--- src/rtl/alu_operand_sequencer.sv ---
// ---------------------------------------------------------------------------
// alu_operand_sequencer
//
// Front end of the 4-bit ALU. Operands A, B and the function code are loaded
// one nibble at a time from a shared bus, qualified by an asynchronous pin
// strobe (load_i). A second strobe (exec_i) starts an execute: the operands
// are frozen on the ALU inputs for SETTLE_CYCLES cycles, after which the ALU
// output is captured into a holding register for the 7-segment path. In
// accumulator mode the captured result is also written back into A.
//
// Ports:
//   clk          in   system clock
//   rst_n        in   synchronous active-low reset
//   ena          in   design enable; when low only the synchronisers move
//   data_in      in   nibble to load
//   sel          in   load target: 00 = A, 01 = B, 10 = func, 11 = none
//   load_i       in   asynchronous load strobe (rising edge acts)
//   exec_i       in   asynchronous execute strobe (rising edge acts)
//   acc_mode     in   write the captured result back into A
//   alu_y        in   result from the ALU
//   alu_a        out  A register to the ALU
//   alu_b        out  B register to the ALU
//   alu_func     out  function register to the ALU
//   result       out  captured result
//   result_valid out  result holds a completed execute
//   busy         out  high in SETTLE and CAPTURE
//   ovr          out  sticky: a strobe was dropped while busy
// ---------------------------------------------------------------------------
module alu_operand_sequencer #(
    parameter int                 WIDTH         = 4,
    parameter int                 FUNC_W        = 4,
    parameter int                 SETTLE_CYCLES = 1,
    parameter logic [FUNC_W-1:0]  RESET_FUNC    = 4'b1111
) (
    input  logic              clk,
    input  logic              rst_n,
    input  logic              ena,
    input  logic [WIDTH-1:0]  data_in,
    input  logic [1:0]        sel,
    input  logic              load_i,
    input  logic              exec_i,
    input  logic              acc_mode,
    input  logic [WIDTH-1:0]  alu_y,
    output logic [WIDTH-1:0]  alu_a,
    output logic [WIDTH-1:0]  alu_b,
    output logic [FUNC_W-1:0] alu_func,
    output logic [WIDTH-1:0]  result,
    output logic              result_valid,
    output logic              busy,
    output logic              ovr
);

    localparam int          CNT_W    = 4;
    localparam logic [CNT_W-1:0] CNT_INIT = CNT_W'(SETTLE_CYCLES - 1);

    typedef enum logic [1:0] {
        IDLE    = 2'd0,
        SETTLE  = 2'd1,
        CAPTURE = 2'd2
    } state_t;

    // Synchroniser chains: bit 0 = s1, bit 1 = s2, bit 2 = edge register s3.
    logic [2:0]        r_load_sync;
    logic [2:0]        r_exec_sync;

    state_t            r_state;
    logic [CNT_W-1:0]  r_cnt;
    logic [WIDTH-1:0]  r_a;
    logic [WIDTH-1:0]  r_b;
    logic [FUNC_W-1:0] r_func;
    logic [WIDTH-1:0]  r_result;
    logic              r_valid;
    logic              r_ovr;

    state_t            w_state_nxt;
    logic [CNT_W-1:0]  w_cnt_nxt;
    logic [WIDTH-1:0]  w_a_nxt;
    logic [WIDTH-1:0]  w_b_nxt;
    logic [FUNC_W-1:0] w_func_nxt;
    logic [WIDTH-1:0]  w_result_nxt;
    logic              w_valid_nxt;
    logic              w_ovr_nxt;

    logic              w_load_pls;
    logic              w_exec_pls;

    // One-cycle pulse on the first cycle the synchronised strobe is seen high;
    // a strobe held high therefore yields exactly one pulse.
    assign w_load_pls = r_load_sync[1] & ~r_load_sync[2];
    assign w_exec_pls = r_exec_sync[1] & ~r_exec_sync[2];

    // Synchronisers run regardless of ena so that a strobe seen while
    // disabled is consumed and cannot fire late when ena returns.
    always_ff @(posedge clk) begin
        if (!rst_n) begin
            r_load_sync <= '0;
            r_exec_sync <= '0;
        end else begin
            r_load_sync <= {r_load_sync[1:0], load_i};
            r_exec_sync <= {r_exec_sync[1:0], exec_i};
        end
    end

    always_ff @(posedge clk) begin
        if (!rst_n) begin
            r_state  <= IDLE;
            r_cnt    <= '0;
            r_a      <= '0;
            r_b      <= '0;
            r_func   <= RESET_FUNC;
            r_result <= '0;
            r_valid  <= 1'b0;
            r_ovr    <= 1'b0;
        end else begin
            r_state  <= w_state_nxt;
            r_cnt    <= w_cnt_nxt;
            r_a      <= w_a_nxt;
            r_b      <= w_b_nxt;
            r_func   <= w_func_nxt;
            r_result <= w_result_nxt;
            r_valid  <= w_valid_nxt;
            r_ovr    <= w_ovr_nxt;
        end
    end

    always_comb begin
        w_state_nxt  = r_state;
        w_cnt_nxt    = r_cnt;
        w_a_nxt      = r_a;
        w_b_nxt      = r_b;
        w_func_nxt   = r_func;
        w_result_nxt = r_result;
        w_valid_nxt  = r_valid;
        w_ovr_nxt    = r_ovr;

        // With ena low every pulse is thrown away and all state holds.
        if (ena) begin
            unique case (r_state)
                IDLE: begin
                    // A load and an exec on the same cycle both act, so the
                    // freshly loaded operand is what the ALU sees in SETTLE.
                    if (w_load_pls) begin
                        unique case (sel)
                            2'b00:   w_a_nxt    = data_in;
                            2'b01:   w_b_nxt    = data_in;
                            2'b10:   w_func_nxt = data_in[FUNC_W-1:0];
                            default: ;
                        endcase
                    end
                    if (w_exec_pls) begin
                        w_state_nxt = SETTLE;
                        w_cnt_nxt   = CNT_INIT;
                        w_valid_nxt = 1'b0;
                    end
                end
                SETTLE: begin
                    if (r_cnt == '0) begin
                        w_state_nxt = CAPTURE;
                    end else begin
                        w_cnt_nxt = r_cnt - 1'b1;
                    end
                end
                CAPTURE: begin
                    w_result_nxt = alu_y;
                    w_valid_nxt  = 1'b1;
                    w_state_nxt  = IDLE;
                    if (acc_mode) begin
                        w_a_nxt = alu_y;
                    end
                end
                default: begin
                    w_state_nxt = IDLE;
                end
            endcase

            // Any strobe while busy is lost; remember that it happened.
            if ((r_state != IDLE) && (w_load_pls || w_exec_pls)) begin
                w_ovr_nxt = 1'b1;
            end
        end
    end

    assign alu_a        = r_a;
    assign alu_b        = r_b;
    assign alu_func     = r_func;
    assign result       = r_result;
    assign result_valid = r_valid;
    assign busy         = (r_state != IDLE);
    assign ovr          = r_ovr;

endmodule

--- config.mk ---
export PLATFORM = sky130hd
export DESIGN_NAME = alu_operand_sequencer
export DESIGN_NICKNAME = d
export VERILOG_FILES = /design/src/rtl/alu_operand_sequencer.sv
export SDC_FILE = /design/constraint.sdc
export NUM_CORES = 1
export LEC_CHECK = 0
export ABC_CLOCK_PERIOD_IN_PS = 2000
export BUFFER_PORTS_ARGS = -buffer_cell sky130_fd_sc_hd__buf_2
export CORE_UTILIZATION = 50
export CTS_CLUSTER_DIAMETER = 80
export DETAILED_ROUTE_END_ITERATION = 8
export GPL_TIMING_DRIVEN = 0
export PLACE_DENSITY_LB_ADDON = 0.15
export RECOVER_POWER = 25
export SYNTH_ARGS = -nofsm -noshare
export SYNTH_HDL_FRONTEND = slang
export SYNTH_SLANG_ARGS = --single-unit
--- constraint.sdc ---
create_clock -name clk -period 2 [get_ports clk]
set_input_delay 0.3 -clock clk [delete_from_list [all_inputs] [get_ports clk]]
set_output_delay 0.3 -clock clk [all_outputs]
set_load 0.05 [all_outputs]
==> results_dict.tcl, run 1 <==
set metrics [dict create \
    totalWireLength_um 2590 \
    synth.area.mux_share_pct 7.92 \
    synthSimpleGateAreaFrac_pct 25.2 \
    dpl_worst_slack_ns 0.203 \
    syn_area_um2 1260 \
    holdBufCountCts 0 \
    ys_seq_elements 30 \
    synth.cells.most_frequent "dfxtp_1 (30), nand2_1 (19), nand3_1 (11), mux2i_1 (10)" \
    grt_pass1_vias 1014 \
    grt_usage_pct 22.7 \
    worst_pin_slew_ns 0.595 \
    reg2reg_slack_ns 0.37 \
    coreArea_um2 2300 \
    hp-class "in2reg" \
    ios 35 \
    cts_resized 0 \
    synth-xor-area-share_pct 0 \
    drtPass1Iterations 3 \
    chipHeight_um 52.3 \
    drc 0 \
    yosys.area.top_type_share_pct 47.5 \
    grt_max_degree 11 \
    clock_latency_ns 0.32 \
    relSlewSlack_pct 60.5 \
    hold_viol_final 0 \
    cp-start-kind "register" \
    leakagePower_nw 0.700 \
    ir_drop_mv 0.692 \
    synth_top_family_by_area "simple AND/OR/NAND/NOR gates" \
    overflow 0 \
    synthDistinctLibCells 30 \
    start_util_pct 55.0 \
    async_flop_share_pct 0 \
    finalCriticalPeriod_ns 1.63 \
    cts_made_buffers 5 \
    synth-edff-count 0 \
    status "completed" \
    cts_root_buf "clkbuf_4" \
    final_layout_size_suffix_gt1_share_pct 22.9 \
    p_total_mw 1.08 \
    clk_path_buf_depth 2 \
    max-cap-violations 0 \
    post-route-period-util_pct 81.7 \
    htreeDepth 2 \
    fin_ws_ns 0.367 \
    final_nets 192 \
    ant_nets 0 \
    synth_flop_cell "dfxtp_1" \
    finalSetupTns_ns 0 \
    post_cts_buffers 0 \
    wl_per_cell_um 12.7 \
    fin_skew_ns 0.00555 \
    n_antenna_cell 0 \
    drtIter0Drc 10 \
    power_density_nw_per_um2 711 \
    io_buffers 33 \
    synth_top_area_cell "dfxtp_1" \
    fp-row-count 17 \
    dpl_cell_area_um2 1460 \
    cts_tree "yes" \
    synth_compound_area_share_pct 14.0 \
    avgSynthCellArea_um2 9.43 \
    dpl.hpwl_um 1990 \
    worst-setup-path-type "reg2reg" \
    worstPathMaxFanout 8 \
    synthCells 134 \
    area_delta_synth_final_pct 20.1 \
    vias 1076 \
    fill_cells 200 \
    clock_sinks 30 \
    ys_seq_area_share_pct 47.5 \
    yosysMostFrequentCell "dfxtp_1" \
    grt_antenna_before_repair 0 \
    setup_viol 0 \
    fin_area_um2 1520 \
    synthAdderAreaFrac_pct 1.98 \
    drv_slew 0 \
    cp.required_ns 2.23 \
    synth_fp_nets 152 \
    max_freq_mhz 612 \
    yosys_warnings 0 \
    grt_pass1_wl_um 4350 \
    yosys-top-cells-area "dfxtp_1 (48%), mux2i_1 (7.9%), nand2_1 (5.6%), nand3_1 (4.4%), o211a_1 (4.0%)" \
    dieArea_um2 2730 \
    viasPerCell 5.30 \
    die_w_um 52.3 \
    rsz0062_at_grt "false" \
    clkTransAtPathRegs_ns 0.09 \
    gp_congestion 0.823 \
    end_kind "register" \
    crit_arrival_ns 1.86 \
]
==> flip-flops by register name, summed over array words and instances, names as in the netlist <==
| register | count |
|---|---|
| r_exec_sync | 3 |
| ovr | 1 |
| result_valid | 1 |
| r_cnt | 4 |
| result | 4 |
| alu_b | 4 |
| alu_a | 4 |
| r_load_sync | 3 |
| alu_func | 4 |
| r_state | 2 |
==> logic make-up (layout without fill, tap and decap cells) <==
family	after synthesis	count (layout)
AND/OR/NAND/NOR	59	59
flip-flops	30	30
AO/OA/AOI/OAI	22	22
buffers and inverters	11	52
multiplexers	10	10
adder cells (fa/ha/maj)	2	2
==> final timing paths <==
path | from | endpoint | depth (start not counted)
max | r_load_sync[2]$_SDFF_PN0_ | alu_a[3]$_SDFFE_PN0P_ | 4
max reg2reg | r_load_sync[2]$_SDFF_PN0_ | alu_a[3]$_SDFFE_PN0P_ | 4
min reg2reg | r_exec_sync[0]$_SDFF_PN0_ | r_exec_sync[1]$_SDFF_PN0_ | 1
min | load_i | r_load_sync[0]$_SDFF_PN0_ | 2
==> critical path, cell delays in order, from the launching register on <==
cell	delay, ns
dfxtp_1	0.32
or4b_4	0.50
a221oi_4	0.46
nand2_1	0.11
o211a_1	0.15
==> metrics by stage <==
stage / std cells / util, % / hold slack (ns)
detailed placement: 195 / 63.7 / 0.422
finish: 203 / 66.1 / 0.182
CTS: 203 / 66.3 / 0.166
global route: 203 / 66.1 / 0.158
floorplan: 134 / - / 0.412
global placement: 195 / 63.7 / 0.416
==> per-layer routing <==
layer / vias up / GRT usage [%] / wire (um) / part of all wire, %
li1: 544 / - / - / -
met1: 501 / 25.9 / 1120 / 43
met2: 27 / 36.8 / 1270 / 49
met3: 4 / 10.1 / 159 / 6.1
met4: 0 / 9.21 / 31 / 1.2
met5: - / 0 / 0 / 0
==> layout make-up <==
type / instances / area, um^2 / area share [%]
inverter: 6 / 22.5 / 1.48
clock buffer: 7 / 55.1 / 3.63
buffer: 5 / 20.0 / 1.32
tap: 28 / 35.0 / 2.31
multi-input combinational: 93 / 621 / 40.9
clock inverter: 1 / 5.00 / 0.330
timing repair buffer: 33 / 159 / 10.5
sequential: 30 / 601 / 39.6
==> power breakdown <==
part	switching, mW	internal (mW)
clock	0.198	0.170
combinational	0.0619	0.0352
sequential	0.00625	0.608
total	0.266	0.813
==> placed cells by master, fill, tap and decap left out, types with 2 or more instances in the layout <==
cell / instances
dfxtp_1: 30
buf_2: 29
nand2_1: 19
nand3_1: 11
clkbuf_1: 10
mux2i_1: 10
inv_1: 6
a21oi_1: 5
o211a_1: 5
nand2b_1: 5
and2_1: 5
o21ai_0: 5
clkbuf_4: 5
nor2b_1: 4
nor2_1: 3
nand4b_1: 2
nand3b_1: 2
a21boi_0: 2
ha_1: 2
(Power assumes the default switching activity.)
==> run 2, diff against run 1 <==
Settings changed: ABC_CLOCK_PERIOD_IN_PS 2000 to 1400, CORE_UTILIZATION 50 to 45.
Clock period 2 ns to 1.4 ns, I/O delays scaled along.
==> results_dict.tcl, run 2 (synthesis results as in run 1) <==
set metrics [dict create \
    status "finished with violations" \
    failed_checks "setup timing" \
    p_sw_share_pct 23.4 \
    ios 35 \
    drtPass1Iterations 4 \
    drtIter0Drc 12 \
    leakagePower_nw 0.758 \
    switchingPower_mw 0.396 \
    dpl.hpwl_um 2070 \
    timing.rr.end "alu_a[1]$_SDFFE_PN0P_" \
    p_int_mw 1.30 \
    grt_max_degree 11 \
    rsz0062_at_grt "true" \
    final_common_cell "buf_2" \
    finalCriticalPeriod_ns 1.54 \
    post-route-period-util_pct 110 \
    clock_latency_ns 0.32 \
    area_delta_synth_final_pct 29.9 \
    die_w_um 55.0 \
    ir_drop_mv 0.820 \
    clkTransAtPathRegs_ns 0.10 \
    drv_slew 0 \
    coreArea_um2 2570 \
    final_nets 195 \
    cts_tree "yes" \
    stdcell_count 208 \
    worstPathMaxFanout 8 \
    ant_nets 0 \
    setup_viol 4 \
    rr_startpoint "r_load_sync[2]$_SDFF_PN0_" \
    grt_pass1_vias 999 \
    viasPerCell 5.23 \
    grt_usage_pct 21.2 \
    htreeDepth 2 \
    worst-setup-path-type "reg2reg" \
    fin_area_um2 1640 \
    dpl_cell_area_um2 1470 \
    max_freq_mhz 648 \
    combPwrFrac_pct 8.9 \
    cts_root_buf "clkbuf_4" \
    grt_antenna_before_repair 0 \
    hold_viol_final 0 \
    hp-start "load_i" \
    cp.required_ns 1.61 \
    layout_common_cells "buf_2 (29), dfxtp_1 (24), nand2_1 (18)" \
    place_inst 197 \
    overflow 0 \
    relSlewSlack_pct 69.7 \
    worst_pin_slew_ns 0.454 \
    clk_path_buf_depth 2 \
    end_kind "register" \
    rr_worst_depth 5 \
    pwr-share-seq_pct 51.8 \
    holdBufCountCts 0 \
    final_core_util_pct 63.9 \
    cp-start-kind "register" \
    max-cap-violations 0 \
    pwr-share-clk_pct 39.3 \
    hold_end "r_load_sync[0]$_SDFF_PN0_" \
    hold_depth 2 \
    clock_sinks 30 \
    drc 0 \
    fin_skew_ns 0.00950 \
    start_util_pct 49.2 \
    reg2reg_slack_ns -0.14 \
    cts_made_buffers 5 \
    dieArea_um2 3020 \
    grt_pass1_wl_um 4370 \
    gp_congestion 0.794 \
    totalWireLength_um 2730 \
    hp-class "in2reg" \
    chipHeight_um 55.0 \
    final_layout_size_suffix_gt1_share_pct 34.8 \
    crit_arrival_ns 1.75 \
    wl_per_cell_um 13.1 \
    vias 1088 \
    fp-row-count 18 \
    power_density_nw_per_um2 1030 \
    io_buffers 33 \
    n_antenna_cell 0 \
    fin_ws_ns -0.142 \
    p_total_mw 1.69 \
    finalSetupTns_ns -0.529 \
]
run 2: changes by cell type in the layout (fill, tap and decap cells not counted), moves of 2 or more:
cell	change
dfxtp_2	+4
clkbuf_1	-6
buf_4	+2
clkbuf_4	+2
dfxtp_4	+2
dfxtp_1	-6
clkbuf_2	+3
run 2: timing repair:
item                                    CTS  global route
resized for setup                         6            14
endpoints found under the setup margin   17            16
pin swaps                                 3             2
setup buffers                             3             0
run 2: worst max path at each step:
stage | slack, ns | from | end | depth (start not counted)
final | -0.14 | r_load_sync[2]$_SDFF_PN0_ | alu_a[1]$_SDFFE_PN0P_ | 5
after global routing | -0.21 | r_load_sync[2]$_SDFF_PN0_ | alu_a[1]$_SDFFE_PN0P_ | 5
after CTS | -0.18 | r_load_sync[2]$_SDFF_PN0_ | alu_a[0]$_SDFFE_PN0P_ | 5
after detailed placement | -0.32 | sel[1] | alu_a[0]$_SDFFE_PN0P_ | 5
after global placement | -0.25 | sel[1] | alu_a[0]$_SDFFE_PN0P_ | 5
after floorplan | -0.06 | r_load_sync[2]$_SDFF_PN0_ | alu_a[0]$_SDFFE_PN0P_ | 4
run 2: per-stage QoR:
stage,hold WS [ns],setup WS (ns)
global route,0.0689,-0.210
global placement,0.414,-0.248
floorplan,0.335,-0.0630
detailed placement,0.420,-0.322
CTS,0.0814,-0.177
finish,0.0881,-0.142
run 2: area by class of cell:
type | instances | area, um^2
Buffer | 5 | 22.5
Clock buffer | 5 | 37.5
Clock inverter | 3 | 40.0
Fill cell | 225 | 926
Inverter | 6 | 22.5
Multi-Input combinational cell | 93 | 666
Sequential cell | 30 | 613
Tap cell | 30 | 37.5
Timing Repair Buffer | 36 | 203
run 2: critical path, stage by stage (launching register included):
cell	delay (ns)
dfxtp_2	0.33
or4b_4	0.50
a221oi_4	0.27
buf_12	0.16
nand2_1	0.05
o211a_1	0.12
run 2: power by group through the flow:
stage               clock [mW]  combinational (mW)  sequential [mW]
floorplan                    0              0.0691            0.917
global placement             0               0.136            0.896
detailed placement           0               0.140            0.897
CTS                      0.680               0.149            0.878
global route             0.720               0.165            0.879
finish                   0.664               0.151            0.876
run 2: metal layers:
metal / GRT usage [%] / wire length (um) / share of wire (%)
met3: 6.83 / 136 / 5.0
met1: 23.2 / 1200 / 44
met2: 37.3 / 1370 / 50
met4: 8.75 / 27 / 0.99
met5: 0 / 0 / 0
==> run 3, diff against run 2 <==
Settings changed: REMOVE_ABC_BUFFERS from default to 1.
==> results_dict.tcl, run 3 (synthesis results as in run 1) <==
set metrics [dict create \
    status "finished with violations" \
    failed_checks "setup timing" \
    met3_wirelength_um 125 \
    clock_sinks 30 \
    fp-row-count 18 \
    ios 35 \
    layout_common_cells "buf_2 (33), dfxtp_1 (26), nand2_1 (18)" \
    die_w_um 55.0 \
    worstPathMaxFanout 8 \
    dieArea_um2 3020 \
    drv_slew 0 \
    cts_tree "yes" \
    grt_usage_pct 19.9 \
    worst_pin_slew_ns 0.458 \
    max_freq_mhz 660 \
    fin_skew_ns 0.00577 \
    dpl.hpwl_um 1890 \
    cts_made_buffers 5 \
    coreArea_um2 2570 \
    maxUsedRoutingLayer "met4" \
    timing.rr.end "alu_a[2]$_SDFFE_PN0P_" \
    setup_viol 4 \
    n_antenna_cell 0 \
    gp_congestion 0.713 \
    reg2reg_slack_ns -0.12 \
    clkTransAtPathRegs_ns 0.09 \
    clk_path_buf_depth 2 \
    clock_latency_ns 0.32 \
    final_nets 192 \
    io_buffers 34 \
    viasPerCell 5.23 \
    critPathLaunch "r_load_sync[2]$_SDFF_PN0_" \
    m1WireLength_um 1240 \
    grt_pass1_vias 972 \
    relSlewSlack_pct 69.5 \
    seqCellArea_um2 608 \
    ir_drop_mv 0.887 \
    finalCriticalPeriod_ns 1.52 \
    rsz0062_at_grt "true" \
    final_layout_size_suffix_gt1_share_pct 36.6 \
    post-route-period-util_pct 108 \
    final_core_util_pct 62.9 \
    grt_antenna_before_repair 0 \
    drc 0 \
    drtIter0Drc 21 \
    cp-start-kind "register" \
    crit_arrival_ns 1.72 \
    hp-class "in2reg" \
    fill_cells 225 \
    wl_met2_um 1230 \
    cts_root_buf "clkbuf_4" \
    fin_ws_ns -0.116 \
    dpl_worst_slack_ns -0.289 \
    hold_viol_final 0 \
    drtPass1Iterations 4 \
    totalWireLength_um 2640 \
    start_util_pct 49.2 \
    overflow 0 \
    leakagePower_nw 0.745 \
    worst-setup-path-type "reg2reg" \
    ant_nets 0 \
    cp.required_ns 1.60 \
    chipHeight_um 55.0 \
    final_common_cell "buf_2" \
    rr_worst_depth 5 \
    grt_max_degree 30 \
    multi_input_area_um2 676 \
    power_density_nw_per_um2 964 \
    area_delta_synth_final_pct 27.7 \
    rr_startpoint "r_load_sync[2]$_SDFF_PN0_" \
    cp-endpoint "alu_a[2]$_SDFFE_PN0P_" \
    wl_per_cell_um 12.9 \
    htreeDepth 2 \
    max-cap-violations 0 \
    grt_pass1_wl_um 4050 \
    vias 1073 \
    end_kind "register" \
]
## run 3: cell types whose count changed in the layout (fill, tap and decap cells not counted), sizes merged
cell,previous run,this run
clkinvlp,0,1
buf,32,37
clkbuf,14,7
clkinv,2,1
bufinv,1,0
## run 3: repair_timing
item / 4_1_cts / 5_1_grt
setup buffers: 3 / 1
pin swaps: 4 / 2
setup endpoints to repair: 22 / 17
hold buffers: 0 / 0
gates resized for setup: 7 / 14
## run 3: area by class of cell
cell class | instances | area share (%)
Clock inverter | 2 | 0.775
Sequential cell | 30 | 37.7
Clock buffer | 6 | 3.18
Tap cell | 30 | 2.33
Inverter | 6 | 1.40
Multi-Input combinational cell | 93 | 41.9
Timing Repair Buffer | 38 | 12.8
## run 3: worst min path at each step
stage / depth (start not counted) / startpoint / slack, ns / end
final: 2 / exec_i / 0.1 / r_exec_sync[0]$_SDFF_PN0_
after global routing: 2 / load_i / 0.08 / r_load_sync[0]$_SDFF_PN0_
after CTS: 2 / exec_i / 0.08 / r_exec_sync[0]$_SDFF_PN0_
after detailed placement: 2 / exec_i / 0.42 / r_exec_sync[0]$_SDFF_PN0_
after global placement: 1 / r_exec_sync[0]$_SDFF_PN0_ / 0.42 / r_exec_sync[1]$_SDFF_PN0_
after floorplan: 1 / rst_n / 0.27 / alu_func[0]$_SDFFE_PN1P_
## run 3: metrics by stage
stage / hold WS [ns] / cell area (um^2) / total power [mW] / setup TNS [ns] / cells
2_1_floorplan: 0.272 / 1240 / 0.973 / -0.374 / 129
3_3_place_gp: 0.416 / 1450 / 1.03 / -3.13 / 193
3_5_place_dp: 0.419 / 1450 / 1.03 / -3.99 / 193
4_1_cts: 0.0776 / 1570 / 1.57 / -0.473 / 204
5_1_grt: 0.0825 / 1610 / 1.63 / -0.858 / 205
6_report: 0.0959 / 1610 / 1.56 / -0.449 / 205
## run 3: worst max-delay path, cell delays in order (launching register included)
cell,delay (ns)
dfxtp_2,0.33
or4b_4,0.49
a221oi_4,0.26
buf_6,0.16
buf_4,0.11
a211oi_2,0.05
## run 3: routing by layer
metal,track usage (%),up-vias
met4,11.3,0
met2,31.1,30
met1,24.3,493
met3,5.74,4
li1,-,546
met5,0,-
## run 3: where the power goes
group | switching [mW] | leakage (nW) | internal [mW] | total, mW
registers | 0.0115 | 0.245 | 0.867 | 0.878
clock network | 0.288 | 0.0343 | 0.241 | 0.529
logic | 0.0902 | 0.466 | 0.0583 | 0.148
